**config.mk**
```make
export PLATFORM = sky130hd
export DESIGN_NAME = fir_controller
export DESIGN_NICKNAME = d
export VERILOG_FILES = /design/src/rtl/fir_controller.sv
export SDC_FILE = /design/constraint.sdc
export NUM_CORES = 1
export LEC_CHECK = 0
export BUFFER_PORTS_ARGS = -buffer_cell sky130_fd_sc_hd__buf_2
export CORE_MARGIN = 3
export CORE_UTILIZATION = 49
export DETAILED_ROUTE_END_ITERATION = 6
export PLACE_DENSITY = 0.78
export SLEW_MARGIN = 10
export SYNTH_ARGS = -nofsm -noshare
export SYNTH_HDL_FRONTEND = slang
export SYNTH_SLANG_ARGS = --single-unit
```
**constraint.sdc**
```tcl
create_clock -name clk -period 1.8 [get_ports clk]
set_clock_uncertainty 0.15 [all_clocks]
set_input_delay 0.09 -clock clk [delete_from_list [all_inputs] [get_ports clk]]
set_output_delay 0.09 -clock clk [all_outputs]
set_load 0.05 [all_outputs]
```
**src/rtl/fir_controller.sv**
```systemverilog
// Sequencing controller for a 4-tap FIR datapath: coefficient loads, sample store,
// delay-line shift and alternating-sign multiply-accumulate, with error reporting.
module fir_controller #(
  parameter int ADDR_W = 4,
  parameter int OP_W   = 3
) (
  input  logic              clk,
  input  logic              reset,
  input  logic              data_ready,
  input  logic              load_coeff,
  input  logic [1:0]        coefficient_num,
  input  logic              overflow,
  output logic              modwait,
  output logic [OP_W-1:0]   op,
  output logic [ADDR_W-1:0] src1,
  output logic [ADDR_W-1:0] src2,
  output logic [ADDR_W-1:0] dest,
  output logic              cnt_up,
  output logic              clear,
  output logic              err
);

  localparam logic [OP_W-1:0] OP_NOP  = OP_W'(0);
  localparam logic [OP_W-1:0] OP_COPY = OP_W'(1);
  localparam logic [OP_W-1:0] OP_LOAD = OP_W'(2);
  localparam logic [OP_W-1:0] OP_ADD  = OP_W'(4);
  localparam logic [OP_W-1:0] OP_SUB  = OP_W'(5);
  localparam logic [OP_W-1:0] OP_MUL  = OP_W'(6);

  typedef enum logic [4:0] {
    IDLE   = 5'd0,  EIDLE  = 5'd1,  LOADC  = 5'd2,  STORE  = 5'd3,
    ZERO   = 5'd4,  SHIFT3 = 5'd5,  SHIFT2 = 5'd6,  SHIFT1 = 5'd7,
    SHIFT0 = 5'd8,  MUL0   = 5'd9,  ADD0   = 5'd10, MUL1   = 5'd11,
    SUB1   = 5'd12, MUL2   = 5'd13, ADD2   = 5'd14, MUL3   = 5'd15,
    SUB3   = 5'd16
  } state_e;

  state_e state_q, state_d;

  always_ff @(posedge clk) begin
    if (reset) state_q <= IDLE;
    else       state_q <= state_d;
  end

  // Next state; overflow only matters on the accumulate steps.
  always_comb begin
    state_d = IDLE;
    case (state_q)
      IDLE, EIDLE: begin
        if (data_ready)      state_d = STORE;
        else if (load_coeff) state_d = LOADC;
        else                 state_d = state_q;
      end
      LOADC:  state_d = IDLE;
      STORE:  state_d = data_ready ? ZERO : EIDLE;
      ZERO:   state_d = SHIFT3;
      SHIFT3: state_d = SHIFT2;
      SHIFT2: state_d = SHIFT1;
      SHIFT1: state_d = SHIFT0;
      SHIFT0: state_d = MUL0;
      MUL0:   state_d = ADD0;
      ADD0:   state_d = overflow ? EIDLE : MUL1;
      MUL1:   state_d = SUB1;
      SUB1:   state_d = overflow ? EIDLE : MUL2;
      MUL2:   state_d = ADD2;
      ADD2:   state_d = overflow ? EIDLE : MUL3;
      MUL3:   state_d = SUB3;
      SUB3:   state_d = overflow ? EIDLE : IDLE;
      default: state_d = IDLE;
    endcase
  end

  // Register map: R0 acc, R1..R4 taps, R5..R8 coefficients, R9 staging, R10 product.
  always_comb begin
    op      = OP_NOP;
    src1    = '0;
    src2    = '0;
    dest    = '0;
    cnt_up  = 1'b0;
    clear   = 1'b0;
    err     = 1'b0;
    modwait = 1'b1;
    case (state_q)
      IDLE:  modwait = 1'b0;
      EIDLE: begin modwait = 1'b0; err = 1'b1; end
      LOADC: begin
        op    = OP_LOAD;
        dest  = ADDR_W'(5) + ADDR_W'(coefficient_num);
        clear = (coefficient_num == 2'd0);
      end
      STORE:  begin op = OP_LOAD; dest = ADDR_W'(9); cnt_up = 1'b1; end
      ZERO:   begin op = OP_SUB; src1 = ADDR_W'(0); src2 = ADDR_W'(0); dest = ADDR_W'(0); end
      SHIFT3: begin op = OP_COPY; src1 = ADDR_W'(3); dest = ADDR_W'(4); end
      SHIFT2: begin op = OP_COPY; src1 = ADDR_W'(2); dest = ADDR_W'(3); end
      SHIFT1: begin op = OP_COPY; src1 = ADDR_W'(1); dest = ADDR_W'(2); end
      SHIFT0: begin op = OP_COPY; src1 = ADDR_W'(9); dest = ADDR_W'(1); end
      MUL0:   begin op = OP_MUL; src1 = ADDR_W'(1); src2 = ADDR_W'(5); dest = ADDR_W'(10); end
      ADD0:   begin op = OP_ADD; src1 = ADDR_W'(0); src2 = ADDR_W'(10); dest = ADDR_W'(0); end
      MUL1:   begin op = OP_MUL; src1 = ADDR_W'(2); src2 = ADDR_W'(6); dest = ADDR_W'(10); end
      SUB1:   begin op = OP_SUB; src1 = ADDR_W'(0); src2 = ADDR_W'(10); dest = ADDR_W'(0); end
      MUL2:   begin op = OP_MUL; src1 = ADDR_W'(3); src2 = ADDR_W'(7); dest = ADDR_W'(10); end
      ADD2:   begin op = OP_ADD; src1 = ADDR_W'(0); src2 = ADDR_W'(10); dest = ADDR_W'(0); end
      MUL3:   begin op = OP_MUL; src1 = ADDR_W'(4); src2 = ADDR_W'(8); dest = ADDR_W'(10); end
      SUB3:   begin op = OP_SUB; src1 = ADDR_W'(0); src2 = ADDR_W'(10); dest = ADDR_W'(0); end
      default: modwait = 1'b0;
    endcase
  end

endmodule

```
==> metrics.md, run 1 <==
| Metric | Value |
|---|---|
| Synth Cell Area | 762.0 um2 |
| Worst slew margin | 0.6582 |
| Peak VDD IR | approximately 0.6 mV |
| Routability cong. | roughly 0.9 |
| Vias in the first global route | 888 |
| Required time of the critical path | between 1.5 and 2 ns |
| Die W | about 45 um |
| Fin crit share | 0.9605 |
| HP Class | in2reg |
| Syn_nets | about 120 |
| Clock tree root driver cell | clkbuf_4 |
| Total grt overflow | 0 |
| Post-route ant nets | 0 |
| Synth top area cells | dfxtp_1 (13%), a21oi_1 (7.2%), nor2_1 (6.4%) |
| Clk slew on worst S/H paths | approximately 0.05 ns |
| Unique masters post-synth | 38 |
| # H-tree levels | 1 |
| Pin count of the biggest net entering global routing | 16 |
| Residual DRC | 0 |
| Setup violations, final | 0 |
| Clk_lat worst skew | between 0.2 and 0.3 ns |
| Most numerous cell in the Yosys netlist | nor2_1 |
| CTS tree | done |
| Max Cap Violations | 0 |
| HPWL Detailed | about 1.8 mm |
| Routed WL per cell | about 15 um |
| Hold Vio Cnt, Final | 0 |
| Detailed Routing Iterations Pass 1 | 4 |
| Tot Pwr | 0.8378 mW |
| Crit Path Max Fanout | 10 |
| Largest reg by FF count | state_q |
| Clock Sinks | 5 |
| Post-DR vias/cell | slightly below 6 |
| First-pass GRT wire length | just under 4 mm |
| Die span in y | about 45 um |
| Vias | roughly 980 |
| F_max | around 0.58 GHz |
| Initial Utilization | 0.5511 |
| Synth area leader | dfxtp_1 |
| # port buffers | 25 |
| Least-Margin Pin Slew | 0.5080 ns |
| Pre-CTS setup slack | ~0.07 ns |
| Yosys reg bits | 5 |
| Area Growth Syn to Fin | 45.32% |
| Overall Global Routing Usage | 0.2597 |
| Core Util, Final | 0.8009 |
| Number of synthesized flops with an enable pin | 0 |
| Crit path arrival time | 1.49 ns |
| Pwr/cell area | 756.6 nW/um2 |
| Synthesized area per cell | ~6.7 um2 |
| DRT Wirelength | roughly 2.5 mm |
| RSZ-0062 raised after global routing | no |
| # diodes | 0 |
| Post-synth ARST share | 0 |
| Initial antenna violation count | 0 |
| Critical path type | reg2out |
| Final slew viol count | 0 |
| Clock buffer count from CTS | 3 |
| # fillers | slightly below 100 |
| Primary FF master, synth | dfxtp_1 |
| Final #Nets | approximately 160 |
| Area of the core | approximately 1400 um2 |
| Final worst setup slack | 0.07103 ns |
| CTS Buffer Depth | 2 |
| Post-Syn Instances | 114 |
| Synth Warn # | 0 |
| Layout cells sized above 1 | 0.4966 |
| Post-synthesis sequential area ratio | 0.1314 |
| CP endpoint kind | output port |
| Max reg flops | 5 |
| Minimum clock period | ~1.7 ns |
| Startpoint types | register |
| # rows | 13 |
| Area after DPL | between 1000 and 1500 um2 |
| Leak | approximately 0.52 nW |
| DR iter-0 viols | 40 |
| DIE AREA | between 2000 and 2500 um2 |
| Num ports | 26 |
| Top Registers | state_q x5 |
| Design Area, Final | 1107 um2 |
| Commonest cells in the netlist | nor2_1 (13), a21oi_1 (11), nor3_1 (9) |
| Outcome | complete, no violations |
| Area fraction of the dominant cell type after synthesis | 0.1314 |
| CTS Hold Bufs | 0 |
metrics by stage:
| step | TNS, ns | hold WS, ns | std cells |
|---|---|---|---|
| 6_report | 0 | 0.04225 | 164 |
| 5_1_grt | 0 | 0.06635 | 164 |
| 4_1_cts | 0 | 0.03898 | 164 |
| 3_5_place_dp | 0 | 0.2981 | 160 |
| 3_3_place_gp | 0 | 0.2875 | 160 |
| 2_1_floorplan | -0.2892 | 0.1510 | 114 |
placed cells by master, fill, tap and decap left out, types with 2 or more instances in the layout:
cell type   n
buf_2      19
buf_4      19
nor2_1     11
a21oi_1     9
nand2_1     8
nor3_2      6
o21ai_0     5
clkbuf_4    5
inv_1       4
dfxtp_4     4
nand2b_1    3
nand3_1     3
nor2b_1     3
nor2_2      3
nor3_1      3
a21oi_2     2
mux2i_1     2
a21o_1      2
o21ai_1     2
mux2_2      2
o32a_1      2
o32ai_2     2
nor3b_1     2
a211oi_1    2
ha_1        2
buf_6       2
worst max-delay path, cell delays in order (launching register included):
cell	delay (ns)
dfxtp_4	0.38
buf_4	0.16
inv_1	0.13
a21o_1	0.14
nand3_1	0.09
a21oi_2	0.16
buf_6	0.17
worst paths after layout:
kind	from	end	slack [ns]	cells past startpoint
max	state_q[0]$_SDFFE_PP0P_	dest[1]	0.07	6
min	reset	state_q[0]$_SDFFE_PP0P_	0.04	3
min reg2reg	state_q[3]$_SDFFE_PP0P_	state_q[4]$_SDFFE_PP0P_	0.43	2
max reg2reg	state_q[3]$_SDFFE_PP0P_	state_q[1]$_SDFFE_PP0P_	0.14	5
power by group:
part	switching (mW)	total, mW	internal [mW]
Clock	0.0517	0.136	0.0842
Sequential	0.0379	0.163	0.125
Combinational	0.335	0.539	0.204
Total	0.425	0.838	0.413
logic make-up (layout without fill, tap and decap cells):
| kind of cell | after synthesis | count (layout) | share of synthesized area |
|---|---|---|---|
| DFF | 5 | 5 | 0.1314 |
| muxes | 4 | 4 | 0.05583 |
| adders and majority gates | 2 | 2 | 0.03284 |
| AOI/OAI and AO/OA | 34 | 34 | 0.2989 |
| buffers and inverters | 15 | 50 | 0.1116 |
| and+or+nand+nor | 54 | 54 | 0.3695 |
repair_timing:
action,in CTS,in global routing
resized for setup,9,14
setup buffers,0,0
setup endpoints to repair,18,9
hold endpoints to repair,0,0
final cells by class:
| type | count | area, um2 | area share |
|---|---|---|---|
| Clock buffer | 4 | 26.28 | 0.02373 |
| Inverter | 4 | 15.01 | 0.01356 |
| Multi-Input combinational cell | 94 | 655.6 | 0.5921 |
| Sequential cell | 5 | 116.4 | 0.1051 |
| Tap cell | 15 | 18.77 | 0.01695 |
| Timing Repair Buffer | 42 | 275.3 | 0.2486 |
routing by layer:
metal | up-vias | GRT usage | wire, um
met2 | 43 | 0.4318 | 1234
met5 | - | 0 | 0
li1 | 483 | - | -
met4 | 0 | 0.1111 | 19
met1 | 445 | 0.3199 | 1043
met3 | 5 | 0.05138 | 168
(Power assumes the default switching activity.)
==> run 2, diff against run 1 <==
--- a/config.mk
+++ b/config.mk
@@ -7,9 +7,10 @@
 export LEC_CHECK = 0
 export BUFFER_PORTS_ARGS = -buffer_cell sky130_fd_sc_hd__buf_2
 export CORE_MARGIN = 3
-export CORE_UTILIZATION = 49
+export CORE_UTILIZATION = 53
 export DETAILED_ROUTE_END_ITERATION = 6
-export PLACE_DENSITY = 0.78
+export PLACE_DENSITY = 0.84
+export SKIP_LAST_GASP = 1
 export SLEW_MARGIN = 10
 export SYNTH_ARGS = -nofsm -noshare
 export SYNTH_HDL_FRONTEND = slang
==> constraint.sdc (replaced) <==
create_clock -name clk -period 2 [get_ports clk]
set_clock_uncertainty 0.15 [all_clocks]
set_input_delay 0.1 -clock clk [delete_from_list [all_inputs] [get_ports clk]]
set_output_delay 0.1 -clock clk [all_outputs]
set_load 0.05 [all_outputs]
==> metrics.md, run 2 (synthesized netlist as in run 1, its figures left out) <==
| Metric | Value |
|---|---|
| Clock tree root driver cell | clkbuf_4 |
| CP Cell Sequence | nor2_2, nand2_1, mux2_2, o22ai_1, buf_2 |
| Outcome | complete, no violations |
| Vias | 929 (-4.8%) |
| Die span in y | 43.92 um (-3.3%) |
| Clock Sinks | 5 (unchanged) |
| Hold Path Stages | 3 (unchanged) |
| CTS Hold Bufs | 0 (unchanged) |
| Hold Vio Cnt, Final | 0 (unchanged) |
| Residual DRC | 0 (unchanged) |
| Required time of the critical path | 1.75 ns (+0.19 ns) |
| # rows | 13 (unchanged) |
| Total setup buffers inserted after CTS | 0 (unchanged) |
| Detailed Routing Iterations Pass 1 | 4 (unchanged) |
| HPWL Detailed | 1.597 mm (-10%) |
| Critical path's slowest cell | dfxtp_2 |
| Routed WL per cell | 14.07 um (-6.4%) |
| Worst hold slack | 0.06401 ns (+0.02175 ns) |
| Area after DPL | 958.4 um2 (-6.9%) |
| CP endpoint kind | output port |
| Top Registers | state_q x5 |
| DR iter-0 viols | 22 (-45%) |
| Crit path buf inv count | 1 (-2) |
| Startpoint types | register |
| Worst slew margin | 0.7434 (+0.08515) |
| Routability cong. | 0.9416 (+4.6%) |
| Layout cells sized above 1 | 0.4155 (-0.08115) |
| Num ports | 26 (unchanged) |
| Clk slew on worst S/H paths | 0.04 ns (about the same) |
| HP Start | reset |
| Met3 WL post-DR | 151 um (-10%) |
| Max Cap Violations | 0 (unchanged) |
| Design Area, Final | 991.0 um2 (-11%) |
| Combinational power share | 0.611 (-0.033) |
| # port buffers | 25 (unchanged) |
| Dpl cells | 153 (-4.4%) |
| Area of the core | 1318 um2 (-4.7%) |
| Initial antenna violation count | 0 (unchanged) |
| Die W | 43.92 um (-3.3%) |
| Largest reg by FF count | state_q |
| Clock buffer count from CTS | 3 (unchanged) |
| Vias in the first global route | 823 (-7.3%) |
| RSZ-0062 raised after global routing | yes |
| Area Growth Syn to Fin | 30.05% |
| Top cell family by delay on the critical path | flip-flops |
| # H-tree levels | 1 (unchanged) |
| Routed length on met2 | 1.079 mm (-13%) |
| P_sw | 0.3514 mW (-17%) |
| Least-Margin Pin Slew | 0.3814 ns (-0.1266 ns) |
| Overall Global Routing Usage | 0.2364 (-0.02330) |
| Reg2reg end | state_q[0]$_SDFFE_PP0P_ |
| Setup TNS | 0 ns (unchanged) |
| Reg2reg setup slack | 0.38 ns (+0.24 ns) |
| Critical path type | reg2out |
| Final slew viol count | 0 (unchanged) |
| Crit path largest cell delay | 0.42 ns (+0.04 ns) |
| Max Used Layer | met4 |
| Final #Nets | 152 (-4.4%) |
| Crit path arrival time | 1.69 ns (+0.20 ns) |
| Total grt overflow | 0 (unchanged) |
| Max reg flops | 5 (unchanged) |
| DRT Wirelength | 2.209 mm (-10%) |
| Met1 wire length | 958 um (-8.1%) |
| Leak | 0.4783 nW (-7.9%) |
| Core Util, Final | 0.7521 (-0.04877) |
| Pin count of the biggest net entering global routing | 18 (+2) |
| # fillers | 112 (+14%) |
| Post-DR vias/cell | 5.917 (-0.57%) |
| R2R cell count | 5 (unchanged) |
| Post-CTS resize count | 3 (-6) |
| Initial Utilization | 0.5783 (+0.02722) |
| First-pass GRT wire length | 3.498 mm (-11%) |
| Pwr/cell area | 684.8 nW/um2 (-9.5%) |
| Post-route ant nets | 0 (unchanged) |
| DIE AREA | 1929 um2 (-6.6%) |
| CTS Buffer Depth | 2 (unchanged) |
| # diodes | 0 (unchanged) |
| Peak VDD IR | 0.8044 mV (+37%) |
| Clock share of power | 0.169 (+0.007) |
| CTS tree | done |
| Most common cell after layout, fill and taps aside | buf_2 |
| Reg-to-reg startpoint | state_q[1]$_SDFFE_PP0P_ |
| Crit Path Max Fanout | 17 (+7) |
| Sw Ratio | 0.5178 (+0.01087) |
| Fin crit share | 0.9676 |
| F_max | 0.5167 GHz |
| Endpoint, Worst Hold | state_q[0]$_SDFFE_PP0P_ |
| Fin cells | 157 (-4.3%) |
| Most frequent cells in the layout | buf_2 (25), nor2_1 (13), a21oi_1 (11) |
| Pre-CTS setup slack | 0.1841 ns (+0.1127 ns) |
| Int Pwr | 0.3273 mW (-21%) |
| Tot Pwr | 0.6787 mW (-19%) |
| Final worst setup slack | 0.06473 ns (-0.006307 ns) |
| Reg power frac | 0.220 (+0.026) |
| HP Class | in2reg |
| Clk_lat worst skew | 0.24 ns (about the same) |
| Setup violations, final | 0 (unchanged) |
| Minimum clock period | 1.935 ns |
[run 2: cell count changes in the layout (fill, tap and decap cells not counted), sizes merged]
cell	delta
buf	-5
clkbuf	-2
[run 2: power groups by stage]
stage | combinational, mW | clock (mW) | sequential, mW
6_report | 0.415 | 0.115 | 0.149
5_1_grt | 0.444 | 0.130 | 0.152
4_1_cts | 0.414 | 0.119 | 0.147
3_5_place_dp | 0.411 | 0 | 0.147
3_3_place_gp | 0.407 | 0 | 0.145
2_1_floorplan | 0.354 | 0 | 0.121
[run 2: how the worst max path moves through the flow]
stage / start / slack (ns) / depth (start not counted) / end
after floorplan: state_q[3]$_SDFFE_PP0P_ / -0.08 / 4 / modwait
after detailed placement: state_q[2]$_SDFFE_PP0P_ / 0.18 / 5 / op[0]
final: state_q[2]$_SDFFE_PP0P_ / 0.06 / 5 / src2[1]
after CTS: state_q[4]$_SDFFE_PP0P_ / 0.04 / 4 / src2[1]
after global routing: state_q[2]$_SDFFE_PP0P_ / -0.0003 / 4 / src2[3]
after global placement: state_q[3]$_SDFFE_PP0P_ / 0.21 / 4 / src2[1]
[run 2: layout make-up]
cell class	instances	area, um2	share of cell area
multi-input cells	94	624.3	0.6301
repair buffers	35	200.2	0.2020
flip-flops and latches	5	106.4	0.1073
clock buffers	4	26.28	0.02652
well taps	15	18.77	0.01894
inverters	4	15.01	0.01515
[run 2: worst register-to-register path, stage by stage (launching register included)]
cell and delay (ns):
dfxtp_2 0.49, buf_4 0.20, nand2_2 0.06, mux2_2 0.27
o32ai_2 0.23, a22o_1 0.16
[run 2: routing by layer]
layer  track usage  vias to the layer above
met5             0                        -
met4       0.04819                        0
li1              -                      469
met1        0.2973                      416
met2        0.4012                       42
met3       0.06224                        2
